### config.mk
export PLATFORM = sky130hd
export DESIGN_NAME = inv_mix_columns
export DESIGN_NICKNAME = d
export VERILOG_FILES = /design/src/rtl/inv_mix_columns.sv
export SDC_FILE = /design/constraint.sdc
export NUM_CORES = 1
export LEC_CHECK = 0
export CAP_MARGIN = 20
export CORE_MARGIN = 2
export CORE_UTILIZATION = 45
export CTS_CLUSTER_SIZE = 20
export DETAILED_ROUTE_END_ITERATION = 10
export PLACE_DENSITY_LB_ADDON = 0.3
export SYNTH_ARGS = -nofsm -noshare
export SYNTH_HDL_FRONTEND = slang
export SYNTH_SLANG_ARGS = --single-unit
### constraint.sdc
create_clock -name clk -period 11.26 [get_ports clk]
set_input_delay 1.126 -clock clk [delete_from_list [all_inputs] [get_ports clk]]
set_output_delay 1.126 -clock clk [all_outputs]
set_load 0.01 [all_outputs]
### src/rtl/inv_mix_columns.sv
// ============================================================================
// Module      : inv_mix_columns
// Description : AES InvMixColumns stage, one column per cycle through a shared
//               GF(2^8) column datapath, with final-round bypass.
// Revision    : 1.0
// ============================================================================
`default_nettype none

module inv_mix_columns (
    input  logic         clk,
    input  logic         rst,
    input  logic [127:0] din,
    input  logic         din_valid,
    output logic         din_ready,
    input  logic         bypass,
    output logic [127:0] dout,
    output logic         dout_valid,
    input  logic         dout_ready,
    output logic         busy
);

    typedef enum logic [2:0] {
        IDLE = 3'd0,
        COL0 = 3'd1,
        COL1 = 3'd2,
        COL2 = 3'd3,
        COL3 = 3'd4,
        DONE = 3'd5
    } state_t;

    state_t         r_state;
    state_t         w_next;
    logic [127:0]   r_buf;
    logic           r_bypass;
    logic [127:0]   r_result;
    logic           w_accept;
    logic           w_col_en;
    logic [1:0]     w_col_idx;
    logic [31:0]    w_col_in;
    logic [31:0]    w_col_out;

    // Multiply by x modulo 0x11B.
    function automatic logic [7:0] xtime(input logic [7:0] a);
        return {a[6:0], 1'b0} ^ (a[7] ? 8'h1b : 8'h00);
    endfunction

    // Inverse mix of one column; all four coefficients share the x2/x4/x8 chain.
    function automatic logic [31:0] inv_mix_col(input logic [31:0] col);
        logic [7:0] a    [4];
        logic [7:0] m09  [4];
        logic [7:0] m0b  [4];
        logic [7:0] m0d  [4];
        logic [7:0] m0e  [4];
        logic [7:0] x2, x4, x8;
        for (int r = 0; r < 4; r++) begin
            a[r]   = col[31-8*r -: 8];
            x2     = xtime(a[r]);
            x4     = xtime(x2);
            x8     = xtime(x4);
            m09[r] = x8 ^ a[r];
            m0b[r] = x8 ^ x2 ^ a[r];
            m0d[r] = x8 ^ x4 ^ a[r];
            m0e[r] = x8 ^ x4 ^ x2;
        end
        return {m0e[0] ^ m0b[1] ^ m0d[2] ^ m09[3],
                m09[0] ^ m0e[1] ^ m0b[2] ^ m0d[3],
                m0d[0] ^ m09[1] ^ m0e[2] ^ m0b[3],
                m0b[0] ^ m0d[1] ^ m09[2] ^ m0e[3]};
    endfunction

    assign din_ready  = (r_state == IDLE);
    assign dout_valid = (r_state == DONE);
    assign busy       = (r_state != IDLE);
    assign dout       = r_result;
    assign w_accept   = din_valid & din_ready;

    always_ff @(posedge clk or posedge rst) begin
        if (rst) begin
            r_state <= IDLE;
        end else begin
            r_state <= w_next;
        end
    end

    always_comb begin
        w_next    = r_state;
        w_col_en  = 1'b0;
        w_col_idx = 2'd0;
        case (r_state)
            IDLE: if (w_accept) w_next = bypass ? DONE : COL0;
            COL0: begin w_col_en = 1'b1; w_col_idx = 2'd0; w_next = COL1; end
            COL1: begin w_col_en = 1'b1; w_col_idx = 2'd1; w_next = COL2; end
            COL2: begin w_col_en = 1'b1; w_col_idx = 2'd2; w_next = COL3; end
            COL3: begin w_col_en = 1'b1; w_col_idx = 2'd3; w_next = DONE; end
            DONE: if (dout_ready) w_next = IDLE;
            default: w_next = IDLE;
        endcase
    end

    always_comb begin
        case (w_col_idx)
            2'd0:    w_col_in = r_buf[127:96];
            2'd1:    w_col_in = r_buf[95:64];
            2'd2:    w_col_in = r_buf[63:32];
            default: w_col_in = r_buf[31:0];
        endcase
    end

    assign w_col_out = inv_mix_col(w_col_in);

    // Buffer and flag load only on accept, so later din/bypass activity is inert.
    always_ff @(posedge clk or posedge rst) begin
        if (rst) begin
            r_buf    <= '0;
            r_bypass <= 1'b0;
            r_result <= '0;
        end else if (w_accept) begin
            r_buf    <= din;
            r_bypass <= bypass;
            if (bypass) r_result <= din;
        end else if (w_col_en) begin
            case (w_col_idx)
                2'd0:    r_result[127:96] <= w_col_out;
                2'd1:    r_result[95:64]  <= w_col_out;
                2'd2:    r_result[63:32]  <= w_col_out;
                default: r_result[31:0]   <= w_col_out;
            endcase
        end
    end

endmodule

`default_nettype wire

==> flow_summary.json, run 1 <==
{
  "crit_arrival_ns": 5.41,
  "floorplan.rows": 64,
  "finish.utilization_pct": 58.41,
  "globalRoute.totalOverflow": 0,
  "endpoint_kind": "flip-flop",
  "initial_antenna_violation_count": 0,
  "maxClockFrequency_mhz": 203.0,
  "grt_pass1_wl_um": 77290,
  "route.vias.total": 12920,
  "cts_resized": 0,
  "slew_viol_final": 0,
  "synth_flop_cell": "sky130_fd_sc_hd__dfrtp_1",
  "h-tree-depth": 1,
  "outcome": "finished clean",
  "synth_seq_area_share_pct": 45.99,
  "finalSetupViolations": 0,
  "cts.sinks": 259,
  "final_net_count": 1939,
  "number_of_buffers_inserted_by_hold_repair_at_cts": 0,
  "synth_area_um2": 14090,
  "floorplan.io_pins": 264,
  "first_global_vias": 12203,
  "final_common_cell": "sky130_fd_sc_hd__nand2_1",
  "design.die.area_um2": 32750,
  "grt_use_total_pct": 31.18,
  "tritoncts_clock_tree": "built",
  "grt_start_max_net_pins": 131,
  "drive_gt1_share_pct": 7.006,
  "max_cap_viol_count": 0,
  "final.period_utilization_pct": 43.74,
  "post_cts_buffers": 0,
  "n_fill_cell": 2730,
  "syn_avg_cell_area_um2": 8.802,
  "fp.dieH_um": 181.0,
  "vias_per_cell": 5.809,
  "path_clk_slew_ns": 0.06,
  "min_tclk_post_route_ns": 4.925,
  "ctsRootBufferMaster": "sky130_fd_sc_hd__clkbuf_16",
  "dieWidth_um": 181.0,
  "setup_total_negative_slack_ns": 0,
  "initial_utilization_pct": 45.83,
  "ys_warn_count": 0,
  "flow.area_growth_from_synthesis_pct": 27.46,
  "flip_flop_and_latch_count_after_synthesis": 259,
  "core_area_um2": 30750,
  "remaining_antenna_violation_count_after_routing": 0,
  "critical_path_peak_fanout": 27,
  "drt_wl_total_um": 51680,
  "gp_congestion": 1.008,
  "detail_route.wl_per_cell_um": 23.24,
  "synth_async_sr_flop_share_pct": 100.0,
  "post-dp-hpwl_um": 37610,
  "worst_skew_pair.late_latency_ns": 0.57,
  "report.final.hold_viol_count": 0,
  "final_cell_mix": "532 x sky130_fd_sc_hd__nand2_1, 263 x sky130_fd_sc_hd__clkdlybuf4s50_1, 259 x sky130_fd_sc_hd__dfrtp_1",
  "cts_buffers": 29,
  "grt_setup_unrepaired": "no",
  "synth.net_count": 1734,
  "worstRegToRegCells": 10,
  "first_iter_violations": 1561,
  "place.port_buffers": 263,
  "drc_violations_left": 0,
  "ctsLongestPathBuffers": 3,
  "synthCells": 1601,
  "worst_slew_pin_slew_ns": 1.009,
  "slew_headroom_pct": 32.74,
  "timing.clock.skew_ns": 0.01264,
  "depth_of_the_worst_hold_timing_path": 2,
  "yosys.cell_types.count": 67,
  "kind_of_launch_point_of_the_worst_setup_path": "flip-flop",
  "cp.required_ns": 11.74,
  "iteration_count_of_the_initial_detailed_routing_pass": 8,
  "timing.hold.worst.class": "flip-flop to flip-flop",
  "critPathKind": "flip-flop to flip-flop",
  "synth_enable_flop_cells": 0
}
-- metrics by stage --
stage	instances	area, um^2	hold slack (ns)	worst slack [ns]
finish	2224	17960	0.4761	6.335
global route	2223	17960	0.4958	6.218
CTS	2221	17940	0.4782	6.473
detailed placement	2169	16880	0.4620	6.453
global placement	2169	16880	0.4595	6.489
floorplan	1601	14090	0.4382	3.007
-- worst max-delay path: stages, from the launching register on --
cell and delay, ns:
sky130_fd_sc_hd__dfrtp_1 0.88, sky130_fd_sc_hd__nor2b_4 0.69, sky130_fd_sc_hd__a21oi_1 0.15, sky130_fd_sc_hd__o21ai_1 0.68, sky130_fd_sc_hd__nand2_1 0.14, sky130_fd_sc_hd__o21ai_2 0.35, sky130_fd_sc_hd__xor2_2 0.46, sky130_fd_sc_hd__xnor3_1 0.58
sky130_fd_sc_hd__xnor2_1 0.30, sky130_fd_sc_hd__nand2_1 0.30, sky130_fd_sc_hd__a31oi_1 0.28
-- registers in the layout, summed over array words and instances (netlist names) --
| signal | cells |
|---|---|
| r_state | 3 |
| r_buf | 128 |
| dout | 128 |
-- logic make-up after synthesis --
kind of cell           Yosys count  synth area share [%]
AND/OR/NAND/NOR                720                 20.71
AO/OA/AOI/OAI                  348                 16.33
flip-flops                     259                 45.99
XOR/XNOR                       162                 13.23
buffers and inverters          112                 3.747
-- Yosys cell counts, drive strengths merged, types with 12 or more instances --
cell type	number	share of area, %
nor2	104	2.8
a21oi	47	1.7
clkbuf	65	1.7
dfrtp	259	46
xor2	42	3.4
o31ai	20	1.1
xnor3	21	3.4
nand2	534	14
o21ai	132	5.1
a31oi	69	3.2
nor3	28	1.1
xnor2	98	6.3
a22oi	22	1.2
buf	43	1.9
o32ai	12	0.75
-- per-layer routing --
metal / track usage (%) / wire length [um] / up-vias
li1: - / - / 5786
met1: 45.08 / 21430 / 6368
met2: 46.68 / 23070 / 669
met3: 6.692 / 5362 / 97
met4: 10.50 / 1821 / 0
met5: 0 / 0 / -
-- final cells by class --
cell class / count / area [um^2] / share of cell area, %
multi-input cells: 1230 / 7122 / 39.65
flip-flops and latches: 259 / 6481 / 36.08
repair buffers: 282 / 2775 / 15.45
clock buffers: 41 / 840.8 / 4.681
well taps: 396 / 495.5 / 2.758
clock inverters: 11 / 222.7 / 1.240
inverters: 4 / 22.52 / 0.1254
diodes: 1 / 2.502 / 0.01393
-- path summary, 6_finish.rpt --
path	slack (ns)	endpoint	startpoint
max	6.34	dout[107]	r_state[1]
min	0.48	dout[8]	dout[8]
min in group asynchronous	1.07	dout[8]	rst
max reg2reg	6.34	dout[107]	r_state[1]
min reg2reg	0.48	dout[8]	dout[8]
max in group asynchronous	8.69	dout[119]	rst
Power of run 1 is not shown: default switching activity piles up to over one toggle a cycle in this logic, so the estimate is an artifact.
==> run 2, diff against run 1 <==
clock period = 5.1 ns   (was 11.26 ns; I/O delays follow)
==> run 2 against run 1 <==
Net effect:
- critical path depth is the same
- via count is essentially flat
- register-to-register slack lost 5.7 ns
- die area is the same
- sequential share of layout area shrank 0.31 points
- fmax grew 9.5%
- count of clock-buffer cells in the layout shrank 3
- critical endpoint is now dout[28]
==> flow_summary.json, run 2 (same netlist as run 1, synthesis figures left out) <==
{
  "kind_of_launch_point_of_the_worst_setup_path": "flip-flop",
  "cts_resized": 0,
  "outcome": "finished clean",
  "timing.clock.skew_ns": 0.03385,
  "post_cts_buffers": 0,
  "gp_congestion": 0.9437,
  "grt_start_max_net_pins": 171,
  "n_fill_cell": 2742,
  "tritoncts_clock_tree": "built",
  "remaining_antenna_violation_count_after_routing": 0,
  "slew_headroom_pct": 33.32,
  "worstRegToRegCells": 10,
  "drc_violations_left": 0,
  "crit_arrival_ns": 4.93,
  "place.port_buffers": 263,
  "grt_setup_unrepaired": "no",
  "crit_chain": "buf_4 > and2b_2 > a21oi_1 > o21ai_0 > a31oi_1 > o21ai_1 > xor2_2 > xnor2_1 > xnor3_1 > a221o_1",
  "place_worst_setup_slack_ns": 0.7897,
  "finalSetupViolations": 0,
  "timing.hold.worst.start": "dout[2]",
  "iteration_count_of_the_initial_detailed_routing_pass": 6,
  "cts_buffers": 28,
  "critical-path-slowest-cell": "sky130_fd_sc_hd__o21ai_0",
  "drive_gt1_share_pct": 8.221,
  "post-route-worst-setup-slack_ns": 0.6035,
  "worst-r2r-setup-slack_ns": 0.60,
  "report.final.hold_viol_count": 0,
  "final.period_utilization_pct": 88.17,
  "h-tree-depth": 1,
  "final_net_count": 1962,
  "regToRegEndpoint": "dout[28]",
  "globalRoute.totalOverflow": 0,
  "design.die.area_um2": 32750,
  "floorplan.io_pins": 264,
  "grt_use_total_pct": 32.46,
  "fp.dieH_um": 181.0,
  "core_area_um2": 30750,
  "maxClockFrequency_mhz": 222.4,
  "max_cap_viol_count": 0,
  "final_common_cell": "sky130_fd_sc_hd__nand2_1",
  "slew_viol_final": 0,
  "cts.sinks": 259,
  "first_iter_violations": 1278,
  "route.vias.total": 12928,
  "post-dp-hpwl_um": 39420,
  "vias_per_cell": 5.756,
  "ctsLongestPathBuffers": 3,
  "timing.hold.worst.class": "flip-flop to flip-flop",
  "path_clk_slew_ns": 0.06,
  "grt_pass1_wl_um": 80180,
  "dieWidth_um": 181.0,
  "crit-reg2reg-launch": "r_state[1]",
  "depth_of_the_worst_hold_timing_path": 2,
  "drt_wl_total_um": 53310,
  "endpoint_kind": "flip-flop",
  "initial_utilization_pct": 45.83,
  "cp.required_ns": 5.53,
  "setup_total_negative_slack_ns": 0,
  "detail_route.wl_per_cell_um": 23.73,
  "cp_num_buf_inv": 1,
  "worst_slew_pin_slew_ns": 1.000,
  "regArea_um2": 6481,
  "cpPeakStageDelay_ns": 0.73,
  "holdPathEnd": "dout[2]",
  "floorplan.rows": 64,
  "min_tclk_post_route_ns": 4.497,
  "final_cell_mix": "532 x sky130_fd_sc_hd__nand2_1, 263 x sky130_fd_sc_hd__clkdlybuf4s50_1, 259 x sky130_fd_sc_hd__dfrtp_1",
  "place_area_um2": 17120,
  "worst_skew_pair.late_latency_ns": 0.58,
  "area_of_all_placed_cells_without_fillers_um2": 18120,
  "flow.area_growth_from_synthesis_pct": 28.56,
  "number_of_buffers_inserted_by_hold_repair_at_cts": 0,
  "timing.critical_path.max_delay_family": "compound AO/OA/AOI/OAI gates",
  "critical_path_peak_fanout": 23,
  "ctsRootBufferMaster": "sky130_fd_sc_hd__clkbuf_16",
  "initial_antenna_violation_count": 4,
  "multi_input_comb_area_um2": 7117,
  "first_global_vias": 12763,
  "critPathKind": "flip-flop to flip-flop"
}
[run 2: cell types whose count changed in the layout (fill, tap and decap cells not counted), sizes merged]
cell / delta
clkinv: +5
inv: -2
clkbuf: -4
buf: +25
bufinv: -2
[run 2: layer usage]
layer	up-vias	GRT usage, %	part of all wire [%]
met4	0	9.919	3.2
met3	88	5.584	7.9
met5	-	0	0
met1	6403	46.38	43
li1	5833	-	-
met2	604	50.74	45
[run 2: worst max path at each step]
stage	start	endpoint	slack (ns)	depth (start not counted)
after CTS	r_state[1]	dout[28]	0.75	10
after global placement	r_state[1]	dout[28]	0.81	10
after global routing	r_state[1]	dout[28]	0.47	10
after detailed placement	r_state[1]	dout[28]	0.79	10
after floorplan	rst	dout[0]	1.18	1
final	r_state[1]	dout[28]	0.60	10
[run 2: layout make-up]
cell class	instances	area share, %
Sequential cell	259	35.77
Clock buffer	38	4.461
Clock inverter	12	1.043
Tap cell	396	2.735
Antenna cell	1	0.01381
Timing Repair Buffer	306	16.59
Inverter	4	0.1036
Multi-Input combinational cell	1230	39.28
[run 2: tightest hold or removal path, stage by stage, from the launching register on]
cell and delay (ns):
sky130_fd_sc_hd__dfrtp_1 0.34, sky130_fd_sc_hd__nand2_1 0.05, sky130_fd_sc_hd__o31ai_1 0.05
[run 2: per-stage QoR]
stage / util, % / cells / hold WS (ns)
floorplan: - / 1601 / 0.4382
global placement: 55.67 / 2195 / 0.4581
detailed placement: 55.67 / 2195 / 0.4636
CTS: 58.91 / 2245 / 0.4691
global route: 58.92 / 2246 / 0.4948
finish: 58.92 / 2246 / 0.4733
Power of run 2 is left out for the same reason.
==> run 3, diff against run 2 <==
CORE_UTILIZATION = 53   (was 45)
==> run 3 against run 2 <==
Net effect:
- flip-flop and latch count unchanged
- clock skew up 0.015 ns
- worst hold slack is essentially flat
- global-route usage is 3.7 points higher
- fmax shrank 2.1%
- count of clock-buffer cells in the layout decreased by 7
- non-clock buffer count shrank 8
- critical path type unchanged
- highest routed layer unchanged
==> flow_summary.json, run 3 (same netlist as run 1, synthesis figures left out) <==
{
  "outcome": "finished clean",
  "iteration_count_of_the_initial_detailed_routing_pass": 6,
  "cts.sinks": 259,
  "path_clk_slew_ns": 0.07,
  "timing.critical_path.max_delay_family": "XOR/XNOR gates",
  "maxClockFrequency_mhz": 217.6,
  "ctsRootBufferMaster": "sky130_fd_sc_hd__clkbuf_16",
  "drc_violations_left": 0,
  "n_fill_cell": 2165,
  "worst_slew_pin_slew_ns": 1.049,
  "area_of_all_placed_cells_without_fillers_um2": 17900,
  "crit_cells": 9,
  "cp.required_ns": 5.54,
  "place_area_um2": 16970,
  "critical_path_peak_fanout": 29,
  "drive_gt1_share_pct": 7.880,
  "post-dp-hpwl_um": 37680,
  "worst-r2r-setup-slack_ns": 0.50,
  "depth_of_the_worst_hold_timing_path": 3,
  "finalSetupViolations": 0,
  "grt_setup_unrepaired": "no",
  "slew_viol_final": 0,
  "initial_antenna_violation_count": 1,
  "crit-reg2reg-launch": "r_state[2]",
  "endpoint_kind": "flip-flop",
  "detail_route.wl_per_cell_um": 23.60,
  "final_cell_mix": "532 x sky130_fd_sc_hd__nand2_1, 263 x sky130_fd_sc_hd__clkdlybuf4s50_1, 259 x sky130_fd_sc_hd__dfrtp_1",
  "fin_hold_ws_ns": 0.4733,
  "tritoncts_clock_tree": "built",
  "remaining_antenna_violation_count_after_routing": 0,
  "post_cts_buffers": 0,
  "grt_start_max_net_pins": 156,
  "number_of_buffers_inserted_by_hold_repair_at_cts": 0,
  "ctsLongestPathBuffers": 3,
  "holdPathEnd": "r_buf[90]",
  "setup_total_negative_slack_ns": 0,
  "route.vias.total": 13183,
  "cts_resized": 0,
  "gr-usage-met3_pct": 7.010,
  "worst_path_most_repeated_cell": "sky130_fd_sc_hd__xnor3_1",
  "core_area_um2": 26060,
  "floorplan.io_pins": 264,
  "report.final.hold_viol_count": 0,
  "h-tree-depth": 1,
  "final.period_utilization_pct": 90.10,
  "groute.layer.met2.usage_pct": 55.73,
  "critPathKind": "flip-flop to flip-flop",
  "worst_skew_pair.late_latency_ns": 0.59,
  "min_tclk_post_route_ns": 4.595,
  "worstRegToRegCells": 9,
  "final_net_count": 1954,
  "kind_of_launch_point_of_the_worst_setup_path": "flip-flop",
  "crit_chain": "nand2b_1 > and3_1 > a211o_1 > xor2_1 > xnor2_1 > xnor3_1 > xnor3_1 > xnor3_1 > a221o_1",
  "gp_congestion": 0.9472,
  "max_cap_viol_count": 0,
  "vias_per_cell": 6.058,
  "drt_wl_total_um": 51360,
  "timing.clock.skew_ns": 0.04836,
  "grt_pass1_wl_um": 76960,
  "grt_use_met1_pct": 52.38,
  "initial_utilization_pct": 54.08,
  "fp.dieH_um": 167.1,
  "globalRoute.totalOverflow": 0,
  "first_global_vias": 12623,
  "regToRegEndpoint": "dout[28]",
  "dieWidth_um": 167.1,
  "cts_buffers": 28,
  "critical-path-slowest-cell": "sky130_fd_sc_hd__dfrtp_1",
  "grt_use_total_pct": 36.12,
  "cp_num_buf_inv": 0,
  "finish.utilization_pct": 68.68,
  "floorplan.rows": 59,
  "grt.busiest_layer": "met2",
  "design.die.area_um2": 27910,
  "place.port_buffers": 263,
  "cpPeakStageDelay_ns": 0.89,
  "timing.hold.worst.class": "input pin to flip-flop",
  "crit_arrival_ns": 5.03,
  "slew_headroom_pct": 30.04,
  "first_iter_violations": 1629,
  "final_common_cell": "sky130_fd_sc_hd__nand2_1",
  "flow.area_growth_from_synthesis_pct": 27.01,
  "timing.hold.worst.start": "din[90]"
}
-- run 3: changes by cell type in the layout (fill, tap and decap cells not counted), sizes merged --
cell      before  now
clkinvlp       1    5
clkbuf        38   31
inv            3    8
bufinv         4    0
clkinv         8    9
buf           43   35
-- run 3: layer usage --
metal,vias up,wire length [um],share of wire [%]
met2,729,23750,46
met3,92,5137,10
met4,0,1459,2.8
met1,6538,21020,41
li1,5824,-,-
met5,-,0,0
-- run 3: through the flow --
stage	setup slack (ns)	std cells
after global placement	0.6846	2125
after CTS	0.5960	2174
final	0.5050	2176
after floorplan	1.176	1601
after detailed placement	0.6758	2125
after global routing	0.2586	2176
-- run 3: worst max path at each step --
stage / start / to / slack, ns
after floorplan: rst / dout[0] / 1.18
after global placement: r_state[2] / dout[68] / 0.68
after detailed placement: r_state[2] / dout[125] / 0.68
after CTS: r_state[2] / dout[28] / 0.60
after global routing: r_state[2] / dout[28] / 0.26
final: r_state[2] / dout[28] / 0.50
-- run 3: area by class of cell --
type | instances | area, um^2 | share of cell area (%)
antenna | 1 | 2.502 | 0.01398
clock buffer | 31 | 732.0 | 4.089
clock inverter | 18 | 178.9 | 0.9997
inverter | 4 | 18.77 | 0.1049
multi-input combinational | 1230 | 7117 | 39.76
sequential | 259 | 6481 | 36.21
tap | 335 | 419.2 | 2.342
timing repair buffer | 298 | 2949 | 16.48
-- run 3: worst register-to-register path, stage by stage (launching register included) --
cell and delay (ns):
sky130_fd_sc_hd__dfrtp_1 0.89, sky130_fd_sc_hd__nand2b_1 0.48, sky130_fd_sc_hd__and3_1 0.32, sky130_fd_sc_hd__a211o_1 0.49, sky130_fd_sc_hd__xor2_1 0.44, sky130_fd_sc_hd__xnor2_1 0.28
sky130_fd_sc_hd__xnor3_1 0.53, sky130_fd_sc_hd__xnor3_1 0.25, sky130_fd_sc_hd__xnor3_1 0.38, sky130_fd_sc_hd__a221o_1 0.40
Power of run 3 is left out for the same reason.
